## src/rtl/conv_lbx_ctrl.sv

```systemverilog
// conv_lbx_ctrl: line-buffer bank sequencer for the 5x5 convolution kernel.
// Handles frame priming, per-buffer push/pop strobes, column-valid timing, kernel credits and line-width checking.
module conv_lbx_ctrl #(
  parameter int RD_LAT      = 2,
  parameter int CRED_N      = 4,
  parameter int IMAGE_MAX_W = 64,
  parameter int COL_W       = $clog2(IMAGE_MAX_W)
) (
  input  logic       clk,
  input  logic       arst_n,
  input  logic       s_vld_i,
  input  logic       s_sof_i,
  input  logic       s_eol_i,
  output logic       s_rdy_o,
  output logic [4:1] lb_push_o,
  output logic [4:1] lb_pop_o,
  output logic       lb_sof_o,
  output logic       lb_eol_o,
  output logic       col_vld_o,
  output logic       col_sof_o,
  output logic       col_eol_o,
  input  logic       cred_ret_i,
  output logic [2:0] lines_o,
  output logic       err_o
);
  typedef enum logic [1:0] {IDLE, FILL, RUN} state_t;
  state_t           state;
  logic             live, first, wset;
  logic [3:0]       cred;
  logic [COL_W-1:0] col, idx;
  logic [COL_W:0]   width, idx1;
  logic [2:0]       pipe [RD_LAT];
  logic             acc, take, produce, ret, wok, wrap, bad;
  logic [2:0]       lv, ln;
  // live holds ready low until the first clock after reset is released
  assign s_rdy_o   = live & ((state != RUN) | (cred != 4'd0));
  assign acc       = s_vld_i & s_rdy_o;
  assign take      = acc & ((state != IDLE) | s_sof_i);
  assign produce   = acc & (state == RUN) & ~s_sof_i;
  assign ret       = cred_ret_i & (cred != 4'(CRED_N));
  assign lv        = s_sof_i ? 3'd0 : lines_o;
  assign ln        = lv + {2'b0, s_eol_i & (lv != 3'd4)};
  assign idx       = s_sof_i ? '0 : col;
  assign idx1      = {1'b0, idx} + (COL_W+1)'(1);
  assign wok       = wset & ~s_sof_i;
  assign wrap      = ~s_eol_i & (idx == COL_W'(IMAGE_MAX_W-1));
  assign bad       = (s_sof_i & (state != IDLE) & (col != '0)) | (s_eol_i & wok & (idx1 != width)) | wrap;
  assign lb_sof_o  = take & s_sof_i;
  assign lb_eol_o  = take & s_eol_i;
  assign lb_push_o = {take & (lv >= 3'd3), take & (lv >= 3'd2), take & (lv >= 3'd1), take};
  assign lb_pop_o  = {take & (lv == 3'd4), take & (lv >= 3'd3), take & (lv >= 3'd2), take & (lv >= 3'd1)};
  assign {col_vld_o, col_sof_o, col_eol_o} = pipe[RD_LAT-1];
  always_ff @(posedge clk or negedge arst_n)
    if (!arst_n) begin
      state   <= IDLE;
      live    <= 1'b0;
      first   <= 1'b0;
      wset    <= 1'b0;
      cred    <= 4'(CRED_N);
      col     <= '0;
      width   <= '0;
      lines_o <= '0;
      err_o   <= 1'b0;
      for (int i = 0; i < RD_LAT; i++) pipe[i] <= '0;
    end else begin
      live <= 1'b1;
      if (take) begin
        lines_o <= ln;
        state   <= (ln == 3'd4) ? RUN : FILL;
        col     <= (s_eol_i | wrap) ? '0 : idx + COL_W'(1);
        first   <= s_sof_i | (first & ~produce);
        if (s_sof_i & ~s_eol_i) wset <= 1'b0;
        if (s_eol_i & ~wok) begin
          width <= idx1;
          wset  <= 1'b1;
        end
        if (bad) err_o <= 1'b1;
      end
      if (produce & ~cred_ret_i) cred <= cred - 4'd1;
      else if (ret & ~produce) cred <= cred + 4'd1;
      pipe[0] <= {produce, produce & first, produce & s_eol_i};
      for (int i = 1; i < RD_LAT; i++) pipe[i] <= pipe[i-1];
    end
endmodule
```

## config.mk

```make
export PLATFORM = sky130hd
export DESIGN_NAME = conv_lbx_ctrl
export DESIGN_NICKNAME = d
export VERILOG_FILES = /design/src/rtl/conv_lbx_ctrl.sv
export SDC_FILE = /design/constraint.sdc
export NUM_CORES = 1
export LEC_CHECK = 0
export CAP_MARGIN = 10
export CORE_UTILIZATION = 52
export CTS_BUF_LIST = sky130_fd_sc_hd__clkbuf_8
export DETAILED_ROUTE_END_ITERATION = 12
export GPL_TIMING_DRIVEN = 0
export PLACE_DENSITY_LB_ADDON = 0.1
export SKIP_CTS_REPAIR_TIMING = 1
export SLEW_MARGIN = 15
export SYNTH_ARGS = -nofsm -noshare
export SYNTH_HDL_FRONTEND = slang
export SYNTH_SLANG_ARGS = --single-unit
```

## constraint.sdc

```tcl
create_clock -name clk -period 2.5 [get_ports clk]
set_input_delay 0.25 -clock clk [delete_from_list [all_inputs] [get_ports clk]]
set_output_delay 0.25 -clock clk [all_outputs]
set_load 0.005 [all_outputs]
```

After elaboration in Yosys (flattened, before gate mapping)

Index checks and enable logic that the tools add are counted.

Word-level logic and storage cells: 80
Register bits: 32
Output and inout port bits: 18

Bitwise gates (word level): 37
$add $sub $neg: 5
$lt $le $gt $ge: 3
Reduce and logical (&&, ||, !) cells: 8
Eq/ne operators: 8
Mux-type cells: 8

Operators by type and width:

| operator                                                          | count |
|---|---|
| AND 1 bit                                                         | 26 |
| 2-to-1 mux 6 bit                                                  | 2 |
| 2-to-1 mux 4 bit                                                  | 2 |
| adder 6 x 1 -> 7 bit, second input constant                       | 1 |
| != test 7 bit                                                     | 1 |
| adder 6 x 1 -> 6 bit, second input constant                       | 1 |
| equality test 3 bit, second input constant                        | 2 |
| equality test 6 bit, second input constant                        | 1 |
| greater-or-equal comparator 3 x 2 -> 1 bit, second input constant | 2 |
| OR 1 bit                                                          | 6 |
| AND reduction 2 bit                                               | 3 |
| nonzero test 2 bit                                                | 3 |
| nonzero test 6 bit                                                | 1 |
| NOT 1 bit                                                         | 5 |
| adder 4 x 1 -> 4 bit, second input constant                       | 1 |
| != test 4 x 3 -> 1 bit, second input constant                     | 1 |
| nonzero test 4 bit                                                | 1 |
| subtractor 4 x 1 -> 4 bit, second input constant                  | 1 |
| adder 3 x 1 -> 3 bit                                              | 1 |
| greater-or-equal comparator 3 x 1 -> 1 bit, second input constant | 1 |
| 2-to-1 mux 3 bit                                                  | 1 |
| != test 3 bit, second input constant                              | 1 |
| equality test 2 bit, second input constant                        | 1 |
| 2-to-1 mux 1 bit                                                  | 2 |
| 2 further kinds                                                   | 2 |

Logic depth before layout (Yosys ltp)

Gate-level depths: netlist of the first run.

Depth in word-level cells: 10
Gate-level depth with buffers: 12
Gate-level depth less buffers: 9

Least setup slack after synthesis of the first run

Ideal clock, no wire load.

Kind: in2reg
Start: in s_sof_i
End: reg err_o
Setup slack: 101 ps
Setup time: 143 ps
Cell stages on the path: 12
Path buffers: 5
Required time: 2357 ps
Arrival: 2256 ps
Cells stage by stage: buf_4 buf_2 buf_1 nor2b_1 ha_1 buf_6 and3_4 and3_1 buf_6 a211o_1 a221oi_2 a41oi_1

Longest elaborated chain between the ends: 7

RTL lines:

| element                                                  | RTL line | source |
|---|---|---|
| start: declaration                                       | 12       | `input logic s_sof_i,` |
| 2-to-1 mux 6 bit / NOT 1 bit (equally long branches)     | 43, 45   |  |
| adder 6 x 1 -> 7 bit / AND 1 bit (equally long branches) | 44, 45   |  |
| != test 7 bit / AND 1 bit (equally long branches)        | 47       | `assign bad = (s_sof_i & (state != IDLE) & (col != '0)) \| (s_eol_i & wok & (idx1 != width)) \| wrap;` |
| AND 1 bit                                                | 47       |  |
| OR 1 bit (2 in series)                                   | 47       |  |
| AND reduction 2 bit (no source line) *                   | n/a      |  |
| end signal: assignment                                   | 63       | `err_o <= 1'b0;` |
| end signal: assignment                                   | 77       | `if (bad) err_o <= 1'b1;` |
| end: declaration                                         | 24       | `output logic err_o` |

Every way passes the cells marked *; elsewhere a longest branch is shown, timed or not.
A chain may end at the register's enable or synchronous reset.

Worst setup path after layout of the first run

Start: reg live
End: out lb_push_o[4] in the netlist's numbering

Longest elaborated chain between the ends: 4

RTL lines:

| element                  | RTL line | source |
|---|---|---|
| start: declaration       | 28       | `logic live, first, wset;` |
| start signal: assignment | 56       | `live <= 1'b0;` |
| start signal: assignment | 66       | `live <= 1'b1;` |
| AND 1 bit                | 36       | `assign s_rdy_o = live & ((state != RUN) \| (cred != 4'd0));` |
| AND 1 bit                | 37       | `assign acc = s_vld_i & s_rdy_o;` |
| AND 1 bit                | 38       | `assign take = acc & ((state != IDLE) \| s_sof_i);` |
| AND 1 bit                | 50       | `assign lb_push_o = {take & (lv >= 3'd3), take & (lv >= 3'd2), take & (lv >= 3'd1), take};` |
| end: declaration         | 15       | `output logic [4:1] lb_push_o,` |

Every way passes these cells.

==> results of run 1 <==
flip-flops by register name (all words and copies together), names as in the netlist, 2 cells and up:
signal and cells:
state 2, col 6, width 7, lines_o 3, pipe 3, cred 4
through the flow:
step / hold slack [ns] / instances / util / setup WS [ns]
3_5_place_dp: 0.335 / 265 / 0.640 / -0.414
2_1_floorplan: -0.0456 / 197 / - / 0.101
4_1_cts: 0.0377 / 273 / 0.667 / -0.186
6_report: 0.0178 / 278 / 0.691 / 0.0695
3_3_place_gp: 0.331 / 265 / 0.641 / -0.296
5_1_grt: 0.0731 / 278 / 0.691 / 0.00207
power breakdown:
part	total [mW]	internal, mW	switching, mW
Clock	0.410	0.219	0.191
Sequential	0.748	0.619	0.128
Combinational	0.572	0.281	0.292
Total	1.73	1.12	0.610
cells by family after synthesis:
logic type      Yosys count  synth area share
flops                    32             0.412
compound gates           46             0.166
xor+xnor                 16            0.0720
fa+ha+maj                 5            0.0360
buf+inv                  23            0.0688
simple gates             69             0.209
other cells               1           0.00193
mux                       5            0.0347
layout by cell type (no fill, tap or decap), drive strengths merged, types with 4 or more instances in the layout:
cell type and count:
mux2 4, nand3 5, buf 17, o21ai 15
nor3 8, nand2 24, ha 4, dfrtp 31
nand2b 5, nor2 9, a21oi 8, inv 11
xnor2 6, nor2b 4, clkbuf 7, o31ai 4
clkdlybuf4s50 20, xor2 10
final cells by class:
type / instances / area share
plain buffers: 12 / 0.0418
clock buffers: 6 / 0.0345
clock inverters: 2 / 0.00418
inverters: 11 / 0.0172
multi-input cells: 142 / 0.436
flip-flops and latches: 32 / 0.336
well taps: 46 / 0.0240
repair buffers: 27 / 0.107
critical path, stage by stage (launching register included):
cell and delay, ns:
dfrtp_1 0.44, o311a_2 0.21, a21bo_4 0.26, buf_6 0.15
a211oi_4 0.19, buf_4 0.15, clkdlybuf4s50_1 0.49
layer usage:
metal | wire [um] | up-vias
met1 | 1830 | 760
met2 | 2250 | 54
li1 | - | 752
met4 | 121 | 0
met3 | 226 | 17
met5 | 0 | -
worst max-delay path by stage:
stage	start	end	slack, ns	depth (start not counted)
after detailed placement	s_vld_i	cred[3]	-0.41	10
after floorplan	s_sof_i	err_o	0.10	12
after global placement	s_vld_i	cred[3]	-0.30	10
final	live	lb_push_o[4]	0.07	6
after CTS	s_vld_i	lb_push_o[4]	-0.19	7
after global routing	cred[0]	lb_push_o[3]	0.002	6
==> impl_results.md, run 1 <==
* N_diodes at 0
* Reg2Reg Setup Slack at 0.17 ns
* Top cells by area, synth: dfrtp_1, xor2_1, nand2_1
* Worst VDD drop at 0.642 mV
* Worst-margin pin slew at 0.711 ns
* DR vias/cell at 5.69
* Multi-input logic area at 1040 sq um
* Final WL at 4.43 mm
* Post-Synthesis Mean Instance Area at 9.88 sq um
* Power Density at 722 nW/um^2
* Wirelength per Cell at 15.9 um
* YS warnings at 0
* First-pass GRT wire length at 7.42 mm
* LEAKAGE at 1.10 nW
* Crit path kind: reg2out
* Max Clock Skew at 0.00546 ns
* Busiest grt layer: met2
* Post-synth EDFFs at 0
* Status: completed
* Final setup vio count at 0
* H-tree Lvls at 2
* Seq/Total Area, Yosys at 0.412
* Hold WC Path Type: in2async
* Post-Synthesis Cells at 197
* Most frequent cell after synthesis: dfrtp_1
* Core Region at 3470 sq um
* Cell variety after synth at 54
* Critical Path Fanout Max at 10
* MaxCap Viol Count at 0
* Storage element area at 805 sq um
* Post-synth top cells: dfrtp_1, nand2_1, o21ai_0
* Fin Setup TNS at 0 ns
* Max-slew violation count at 0
* Tot Pwr at 1.73 mW
* Total track usage at 0.240
* CP endpoint kind: output port
* Clk pin slew, worst setup/hold paths at 0.07 ns
* Hold Violations, Final at 0
* Top cell type's share of synthesized area at 0.398
* Die Wd at 63.2 um
* Initial antenna violation count at 0
* I/O pin count at 24
* Placement row count at 21
* CTS tree: done
* Leading area contributor after synthesis: dfrtp_1
* Final period util at 0.972
* Layout cells sized above 1 at 0.224
* FFs w/ async S/R, synth at 1.00
* Iteration-0 DRC Markers at 76
* Synth Flop Type: dfrtp_1
* WP data arrival at 2.18 ns
* Met3 Use GR at 0.0344
* RR Startpoint: cred[0]
* IO Port Bufs at 22
* Required @ worst endpoint at 2.25 ns
* Gpl congestion at 0.835
* Fmax at 0.411 GHz
* Height of the die at 63.2 um
* Mapped Area at 1950 sq um
* M1 GR Usage at 0.304
* Clock Tree Buf Depth at 2
* Number of synthesized register bits at 32
* DPL Wire Length at 3.08 mm
* Die Footprint at 3990 sq um
* Clk Latency, worst-skew pair at 0.28 ns
* GRT Residual Overflow at 0
* Unrepaired setup endpoints after global routing: false
* Post-route ant nets at 0
* R2R depth at 9
* Total CTS buffers at 5
* Fin nets at 242
* Vias in the first global route at 1609
* Root buf cell: clkbuf_8
* Drt pass-1 iters at 4
* Via count at 1583
* Fin crit period at 2.43 ns
* Filler cell count at 281
* RR Endpoint: cred[3]
* Post-route design area at 2400 sq um
* CP Launch Type: flop
* Met2 usage at 0.407
* Pin count of the biggest net entering global routing at 33
* Placed inst area at 2220 sq um
* Relative slew slack at 0.526
* Mapped Nets at 208
* Synth-to-Final Area Change at 23.1%
* DRC at 0
* Starting density of the core at 0.561
* CTS Sinks at 32
Note: power is estimated with default switching activity, not from simulation.
==> run 2, diff against run 1 <==
CORE_UTILIZATION = 54   (was 52)
SKIP_LAST_GASP = 1   (was unset)
clock period = 3.1 ns   (was 2.5 ns; I/O delays follow)
==> run 2 against run 1 <==
Effect of this change:
- first-iteration DRC count is 2.6% lower
- critical path type is now in2out
- non-clock buffer count is 5 lower
- sequential cell count is the same
- largest power group unchanged
- hold slack improved by 0.057 ns
- critical endpoint unchanged
==> impl_results.md, run 2 (synthesized netlist as in run 1, its figures left out) <==
* Final period util at 0.911
* Vias in the first global route at 1513 (-6.0%)
* CP Launch Type: input port
* GRT Residual Overflow at 0 (unchanged)
* DRC at 0 (unchanged)
* CTS Sinks at 32 (unchanged)
* Placed inst area at 2220 sq um (unchanged)
* Most common cell on crit path: clkdlybuf4s50_1
* Hold WC Path Type: in2async
* DPL Wire Length at 2.87 mm (-6.8%)
* Pin count of the biggest net entering global routing at 33 (unchanged)
* Clock Tree Buf Depth at 2 (unchanged)
* Post-Layout Cell Count at 273 (-1.8%)
* Crit path kind: in2out
* Gpl congestion at 0.846 (+1.3%)
* Commonest non-fill, non-tap cell in the layout: dfrtp_1
* Die Footprint at 3850 sq um (-3.6%)
* WP data arrival at 2.51 ns (+0.33 ns)
* LEAKAGE at 1.06 nW (-3.6%)
* Drt pass-1 iters at 4 (unchanged)
* Worst-margin pin slew at 0.726 ns (+0.0148 ns)
* First-pass GRT wire length at 6.76 mm (-8.8%)
* Fin crit period at 2.82 ns
* Hold Violations, Final at 0 (unchanged)
* Final setup vio count at 0 (unchanged)
* Wirelength per Cell at 14.5 um (-8.8%)
* Layout cells sized above 1 at 0.176 (-0.0479)
* Critical Path Fanout Max at 10 (unchanged)
* CP cell instances: clkdlybuf4s50_1 > o311a_2 > a21bo_4 > buf_2 > a211oi_1 > buf_4 > clkdlybuf4s50_1
* Required @ worst endpoint at 2.79 ns (+0.54 ns)
* Total CTS buffers at 5 (unchanged)
* Core Region at 3390 sq um (-2.3%)
* Status: completed
* Biggest register: width
* Max reg flops at 7 (unchanged)
* Clk Latency, worst-skew pair at 0.29 ns (about the same)
* Crit-path slowest cell: clkdlybuf4s50_1
* Synth-to-Final Area Change at 19.7%
* Most frequent cells in the layout: dfrtp_1, nand2_1, clkdlybuf4s50_1
* Fin nets at 237 (-2.1%)
* Root buf cell: clkbuf_8
* Total track usage at 0.241 (+0.00169)
* Fmax at 0.354 GHz
* Iteration-0 DRC Markers at 74 (-2.6%)
* Top flop regs: width x7, col x6, cred x4
* Post-route design area at 2330 sq um (-2.7%)
* Max-slew violation count at 0 (unchanged)
* Dpl cells at 265 (unchanged)
* Worst VDD drop at 0.327 mV (-49%)
* Finished Core Util at 0.688 (-0.00313)
* Max Clock Skew at 0.00401 ns (-0.00144 ns)
* Power Density at 604 nW/um^2 (-16%)
* Via count at 1522 (-3.9%)
* Relative slew slack at 0.516 (-0.00985)
* Fin Setup TNS at 0 ns (unchanged)
* Initial antenna violation count at 0 (unchanged)
* N_diodes at 0 (unchanged)
* CTS tree: done
* Worst path max stage delay at 0.55 ns (+0.06 ns)
* Unrepaired setup endpoints after global routing: false
* IO Port Bufs at 22 (unchanged)
* Tot Pwr at 1.41 mW (-19%)
* H-tree Lvls at 2 (unchanged)
* CP endpoint kind: output port
* I/O pin count at 24 (unchanged)
* Clk pin slew, worst setup/hold paths at 0.07 ns (about the same)
* Post-route ant nets at 0 (unchanged)
* MaxCap Viol Count at 0 (unchanged)
* Filler cell count at 258 (-8.2%)
* Starting density of the core at 0.574 (+0.0131)
* Final WL at 3.97 mm (-10%)
* Die Wd at 62.0 um (-1.8%)
* Placement row count at 21 (unchanged)
* DR vias/cell at 5.58 (-2.1%)
* Height of the die at 62.0 um (-1.8%)
-- run 2: through the flow --
| step | hold slack [ns] | setup slack [ns] |
|---|---|---|
| finish | 0.0749 | 0.275 |
| detailed placement | 0.336 | 0.115 |
| global route | 0.144 | 0.205 |
| global placement | 0.331 | 0.239 |
| floorplan | 0.0144 | 0.641 |
| CTS | 0.0905 | 0.323 |
-- run 2: final cells by class --
cell class | count | area (sq um) | area share
clock buffers | 5 | 68.8 | 0.0295
flip-flops and latches | 32 | 802 | 0.344
clock inverters | 3 | 42.5 | 0.0183
well taps | 46 | 57.6 | 0.0247
plain buffers | 12 | 92.6 | 0.0397
repair buffers | 22 | 215 | 0.0923
multi-input cells | 142 | 1010 | 0.434
inverters | 11 | 41.3 | 0.0177
-- run 2: worst max-delay path, delay by kind of cell --
kind | cells | cell delay, ns
buffers and inverters | 4 | 1.42
AO/OA/AOI/OAI | 3 | 0.78
-- run 2: path summary, 6_finish.rpt --
check / endpoint / cells after the start / start / slack, ns
max: lb_push_o[4] / 7 / s_vld_i / 0.28
min: col_eol_o / 1 / arst_n / 0.07
min reg2reg: col_sof_o / 0 / pipe[4] / 0.35
max reg2reg: cred[3] / 9 / state[1] / 0.44
min in group clk: pipe[5] / 2 / s_sof_i / 0.32
max in group asynchronous: col[0] / 1 / arst_n / 2.56
-- run 2: where the power goes --
| part | internal, mW | total [mW] | switching, mW | leakage [nW] |
|---|---|---|---|---|
| combinational | 0.203 | 0.415 | 0.212 | 0.591 |
| sequential | 0.499 | 0.594 | 0.0952 | 0.414 |
| clock | 0.238 | 0.399 | 0.161 | 0.0541 |
-- run 2: per-layer routing --
| metal | GRT usage | wire length (um) | vias up |
|---|---|---|---|
| li1 | - | - | 745 |
| met1 | 0.319 | 1850 | 738 |
| met2 | 0.397 | 1940 | 33 |
| met3 | 0.0476 | 128 | 6 |
| met4 | 0.0825 | 42 | 0 |
| met5 | 0 | 0 | - |
